[src/rtl/regfile_pkg.sv]
// Shared defaults and types for the multi-port register file.
package regfile_pkg;
  localparam int unsigned RF_DATA_W   = 32;
  localparam int unsigned RF_DEPTH    = 32;
  localparam int unsigned RF_NUM_READ = 2;
  localparam int unsigned RF_ADDR_W   = $clog2(RF_DEPTH);

  typedef logic [RF_ADDR_W-1:0] rf_addr_t;
  typedef logic [RF_DATA_W-1:0] rf_data_t;
endpackage

[src/rtl/regfile_scoreboard.sv]
// Per-register busy bits with set-over-clear priority and a registered busy population count.
module regfile_scoreboard
  import regfile_pkg::*;
#(
  parameter int unsigned DEPTH         = RF_DEPTH,
  parameter int unsigned ADDR_W        = $clog2(DEPTH),
  parameter int unsigned NUM_READ      = RF_NUM_READ,
  parameter bit          HARDWIRE_ZERO = 1'b1
) (
  input  logic                         clk,
  input  logic                         reset,
  input  logic                         i_clr,
  input  logic [ADDR_W-1:0]            i_clr_addr,
  input  logic                         i_set,
  input  logic [ADDR_W-1:0]            i_set_addr,
  input  logic [NUM_READ*ADDR_W-1:0]   i_lookup_addr,
  output logic [NUM_READ-1:0]          o_busy,
  output logic [ADDR_W:0]              o_busy_count
);

  logic [DEPTH-1:0] r_busy;
  logic [DEPTH-1:0] w_busy_nxt;
  logic [ADDR_W:0]  r_busy_count;
  logic [ADDR_W:0]  w_count_nxt;

  // Set is applied after clear so a newly issued producer wins over a retiring write.
  always_comb begin
    w_busy_nxt = r_busy;
    if (i_clr) w_busy_nxt[i_clr_addr] = 1'b0;
    if (i_set) w_busy_nxt[i_set_addr] = 1'b1;
    if (HARDWIRE_ZERO) w_busy_nxt[0] = 1'b0;
    w_count_nxt = '0;
    for (int i = 0; i < int'(DEPTH); i++) begin
      w_count_nxt = w_count_nxt + (ADDR_W+1)'(w_busy_nxt[i]);
    end
  end

  always_ff @(posedge clk) begin
    if (reset) begin
      r_busy       <= '0;
      r_busy_count <= '0;
    end else begin
      r_busy       <= w_busy_nxt;
      r_busy_count <= w_count_nxt;
    end
  end

  always_comb begin
    o_busy = '0;
    for (int k = 0; k < int'(NUM_READ); k++) begin
      o_busy[k] = r_busy[i_lookup_addr[k*ADDR_W +: ADDR_W]];
    end
  end

  assign o_busy_count = r_busy_count;

endmodule

[src/rtl/regfile_mp.sv]
// Multi-read-port register file with integrated busy scoreboard.
// Define REGFILE_BYPASS_EN for same-cycle write-through forwarding to the read ports.
module regfile_mp
  import regfile_pkg::*;
#(
  parameter int unsigned DATA_W        = RF_DATA_W,
  parameter int unsigned DEPTH         = RF_DEPTH,
  parameter int unsigned ADDR_W        = $clog2(DEPTH),
  parameter int unsigned NUM_READ      = RF_NUM_READ,
  parameter bit          HARDWIRE_ZERO = 1'b1
) (
  input  logic                         clk,
  input  logic                         reset,
  input  logic [NUM_READ*ADDR_W-1:0]   rd_addr,
  output logic [NUM_READ*DATA_W-1:0]   rd_data,
  output logic [NUM_READ-1:0]          rd_busy,
  input  logic                         reg_write,
  input  logic [ADDR_W-1:0]            write_reg_address,
  input  logic [DATA_W-1:0]            write_data,
  input  logic                         sb_set,
  input  logic [ADDR_W-1:0]            sb_set_addr,
  output logic [ADDR_W:0]              busy_count
);

  logic [DATA_W-1:0]   r_regs [DEPTH];
  logic [NUM_READ-1:0] w_sb_busy;
  logic [ADDR_W-1:0]   w_ra;
  logic                w_wr_ok;

  assign w_wr_ok = reg_write && !(HARDWIRE_ZERO && (write_reg_address == '0));

  always_ff @(posedge clk) begin
    if (reset) begin
      for (int i = 0; i < int'(DEPTH); i++) r_regs[i] <= '0;
    end else if (w_wr_ok) begin
      r_regs[write_reg_address] <= write_data;
    end
  end

  regfile_scoreboard #(
    .DEPTH         (DEPTH),
    .ADDR_W        (ADDR_W),
    .NUM_READ      (NUM_READ),
    .HARDWIRE_ZERO (HARDWIRE_ZERO)
  ) u_sb (
    .clk           (clk),
    .reset         (reset),
    .i_clr         (reg_write),
    .i_clr_addr    (write_reg_address),
    .i_set         (sb_set),
    .i_set_addr    (sb_set_addr),
    .i_lookup_addr (rd_addr),
    .o_busy        (w_sb_busy),
    .o_busy_count  (busy_count)
  );

  // Read muxes; optional forwarding replaces the array value with the in-flight write.
  always_comb begin
    rd_data = '0;
    rd_busy = '0;
    w_ra    = '0;
    for (int k = 0; k < int'(NUM_READ); k++) begin
      w_ra = rd_addr[k*ADDR_W +: ADDR_W];
      rd_data[k*DATA_W +: DATA_W] = r_regs[w_ra];
      rd_busy[k] = w_sb_busy[k];
`ifdef REGFILE_BYPASS_EN
      if (w_wr_ok && (w_ra == write_reg_address)) begin
        rd_data[k*DATA_W +: DATA_W] = write_data;
        rd_busy[k] = sb_set && (sb_set_addr == w_ra);
      end
`endif
      if (HARDWIRE_ZERO && (w_ra == '0)) begin
        rd_data[k*DATA_W +: DATA_W] = '0;
        rd_busy[k] = 1'b0;
      end
    end
  end

endmodule

[config.mk]
export PLATFORM = sky130hd
export DESIGN_NAME = regfile_mp
export DESIGN_NICKNAME = d
export VERILOG_FILES = /design/src/rtl/regfile_pkg.sv /design/src/rtl/regfile_scoreboard.sv /design/src/rtl/regfile_mp.sv
export SDC_FILE = /design/constraint.sdc
export NUM_CORES = 2
export LEC_CHECK = 0
export CAP_MARGIN = 20
export CORE_ASPECT_RATIO = 2
export CORE_UTILIZATION = 45
export CTS_CLUSTER_SIZE = 10
export DETAILED_ROUTE_END_ITERATION = 12
export HOLD_SLACK_MARGIN = 0.08
export PLACE_DENSITY_LB_ADDON = 0.1
export SLEW_MARGIN = 10
export SYNTH_ARGS = -nofsm -noshare
export SYNTH_HDL_FRONTEND = slang
export SYNTH_HIERARCHICAL = 1
export SYNTH_SLANG_ARGS = --single-unit
[constraint.sdc]
create_clock -name clk -period 6.4 [get_ports clk]
set_input_delay 0.64 -clock clk [delete_from_list [all_inputs] [get_ports clk]]
set_output_delay 0.64 -clock clk [all_outputs]
set_load 0.05 [all_outputs]
==> qor.csv <==
metric,value,unit
status,"finished, final reports clean",
synth.distinct_cells,55,
total_power,16.7,mW
core_area,0.125,mm2
synth_top_family_by_area,multiplexers,
yosysSeqAreaShare,0.554,
crit_path_max_incr_delay,0.63,ns
setup-violations-final,0,
rr_worst_depth,16,
cp_common_cell,fa_1,
cts_tree,yes,
design.die.area,0.128,mm2
firstDrtPassIters,5,
netlist_instances,3815,
synth_compound_area_frac,0.0424,
synth_top_area_cell,edfxtp_1,
path_cells,clkdlybuf4s50_1 > nor3b_1 > nand2_1 > a22o_1 > fa_1 > inv_1 > fa_1 > fa_1 > inv_1 > fa_1 > fa_1 > fa_1 > ha_1 > inv_1 > fa_1 > nor2b_1 > o21ai_0 > a21boi_0 > nor3_1,
syn_area,0.0569,mm2
fin_crit_sh,0.901,
insertion_delay,0.74,ns
synthMuxAreaShare,0.224,
ios,128,
htree_levels,3,
wl_per_cell,36.2,um
synth_ff_type,edfxtp_1,
yosys.area_share.simple,0.138,
clock_path_buffers,3,
cts_setup_buffers,0,
cp_data_arrival_time,6.36,ns
ant_nets,0,
fin_setup_tns,0,ns
critPathMaxFanout,8,
hold_viol,0,
portBuffers,127,
powerDensity,261,mW/mm2
start_kind,input pin,
max_cap_viol_count,0,
row_count,184,
drt_iter0_drc,3390,
antenna_found_initial,15,
start_util,0.453,
end_kind,flip-flop,
synth_edf_count,1024,
min_path_type,in2reg,
overflow,0,
tightestPinTransition,1.18,ns
cts_sinks,1061,
min_from,reset,
dpl.cell_count,5440,
drive_gt1_frac,0.233,
drc,0,
grt_pass1_wl,282000,um
synth_top_area_share,0.541,
synth_top_cells_by_area,"edfxtp_1 (54%), mux4_2 (19%), and2_1 (11%)",
cts.hold.buffers_added,0,
post_layout_nonfiller_instances,5613,
rsz0062_at_grt,false,
cts_resized,0,
hpwl,124000,um
grt_pass1_vias,37514,
grt_max_degree,73,
ff2ff_setup_slack,1.21,ns
synthAdderAreaFrac,0.0101,
place_ws,-0.0787,ns
vias,35970,
place_congestion,0.923,
min_to,r_regs[0][7],
synth_common_cells,"edfxtp_1 (1024), and2_1 (1007), mux4_2 (472)",
fin_skew,0.0201,ns
relSlewSlack,0.215,
fp.dieW,253,um
vias_per_cell,6.41,
reg2reg_to,u_sb/o_busy_count[4],
fin_hold_ws,0.390,ns
yosysMostFrequentCell,edfxtp_1,
postSynthAreaPerCell,14.9,um2
reg2reg_from,u_sb/r_busy[8],
die_h,505,um
critical_path.slowest_cell,fa_1,
cts_buffers,117,
yosys_warnings,6,
cts_root_buffer,clkbuf_16,
path_clk_slew,0.06,ns
synth-seq-cells,1061,
leakagePower,22.1,nW
path_class,in2reg,
hold_depth,1,
vdd_drop_max,0.235,mV
setup_slack,0.633,ns
synth_xor_area_frac,0.000154,
slew_violations,0,
ys_async_sr_fraction,0,
grt_util_all_layers,0.321,
fmax,0.173,GHz
drt-total-wl,203000,um
min_period,5.77,ns
final_nets,3979,
cp.required,6.99,ns
synthToLayoutAreaGrowth,12.5,%
-- report_power, final --
part | total (mW) | switching, mW | internal, mW
Combinational | 2.37 | 1.42 | 0.945
Sequential | 8.19 | 0.199 | 7.99
Clock | 6.13 | 2.76 | 3.37
Total | 16.7 | 4.39 | 12.3
-- layer usage --
layer	share of wire	global-route usage	up-vias
li1	-	-	14739
met1	0.35	0.370	18863
met2	0.52	0.566	1755
met3	0.065	0.0490	597
met4	0.061	0.173	16
met5	0.00054	0	-
-- state kept, by name, indices dropped and copies added, names as in the netlist --
name,cells
u_sb/o_busy_count,6
u_sb/r_busy,31
r_regs,1024
-- how the worst max path moves through the flow --
stage	startpoint	endpoint	depth (start not counted)
floorplan	sb_set_addr[0]	u_sb/o_busy_count[4]	16
global placement	write_reg_address[4]	u_sb/o_busy_count[4]	19
detailed placement	write_reg_address[4]	u_sb/o_busy_count[4]	19
CTS	write_reg_address[4]	u_sb/o_busy_count[4]	19
global route	write_reg_address[4]	u_sb/o_busy_count[4]	19
finish	write_reg_address[4]	u_sb/o_busy_count[4]	19
-- area by class of cell --
class | count | area (um2)
Sequential cell | 1061 | 31500
Fill cell | 10533 | 61500
Antenna cell | 5 | 12.5
Inverter | 30 | 113
Clock inverter | 10 | 144
Tap cell | 1674 | 2090
Multi-Input combinational cell | 2356 | 24000
Clock buffer | 152 | 3090
Timing Repair Buffer | 325 | 3080
-- placed cells by master, fill, tap and decap left out, types with 30 or more instances in the layout --
cell	count
edfxtp_1	1024
and2_1	1006
mux4_2	472
buf_4	174
mux2i_1	171
clkbuf_16	118
clkdlybuf4s50_1	118
o22ai_1	85
a22o_1	69
nor3_1	62
nand2_1	45
a211oi_1	39
a22oi_1	37
dfxtp_1	37
mux2_2	35
or2_2	33
clkbuf_1	33
nor2_4	32
conb_1	32
nor2_1	31
o221ai_1	30
a2111oi_0	30
inv_1	30
-- critical path, delay by kind of cell --
family	cells	cell delay, ns
fa+ha+maj	8	3.72
compound gates	3	0.53
buf+inv	4	0.73
simple gates	4	0.73
-- logic make-up (layout without fill, tap and decap cells) --
kind of cell,Yosys count,count (layout)
buffers and inverters,429,517
adder cells (fa/ha/maj),32,32
other,1,37
multiplexers,678,678
AND/OR/NAND/NOR,1295,1295
flip-flops,1061,1061
AO/OA/AOI/OAI,318,318
XOR/XNOR,1,1
-- metrics by stage --
step / cell area, um2 / utilization
final: 64000 / 0.510
after global placement: 60600 / 0.483
after global routing: 64000 / 0.510
after detailed placement: 60600 / 0.483
after floorplan: 57000 / -
after CTS: 63900 / 0.509
(Power assumes the default switching activity.)
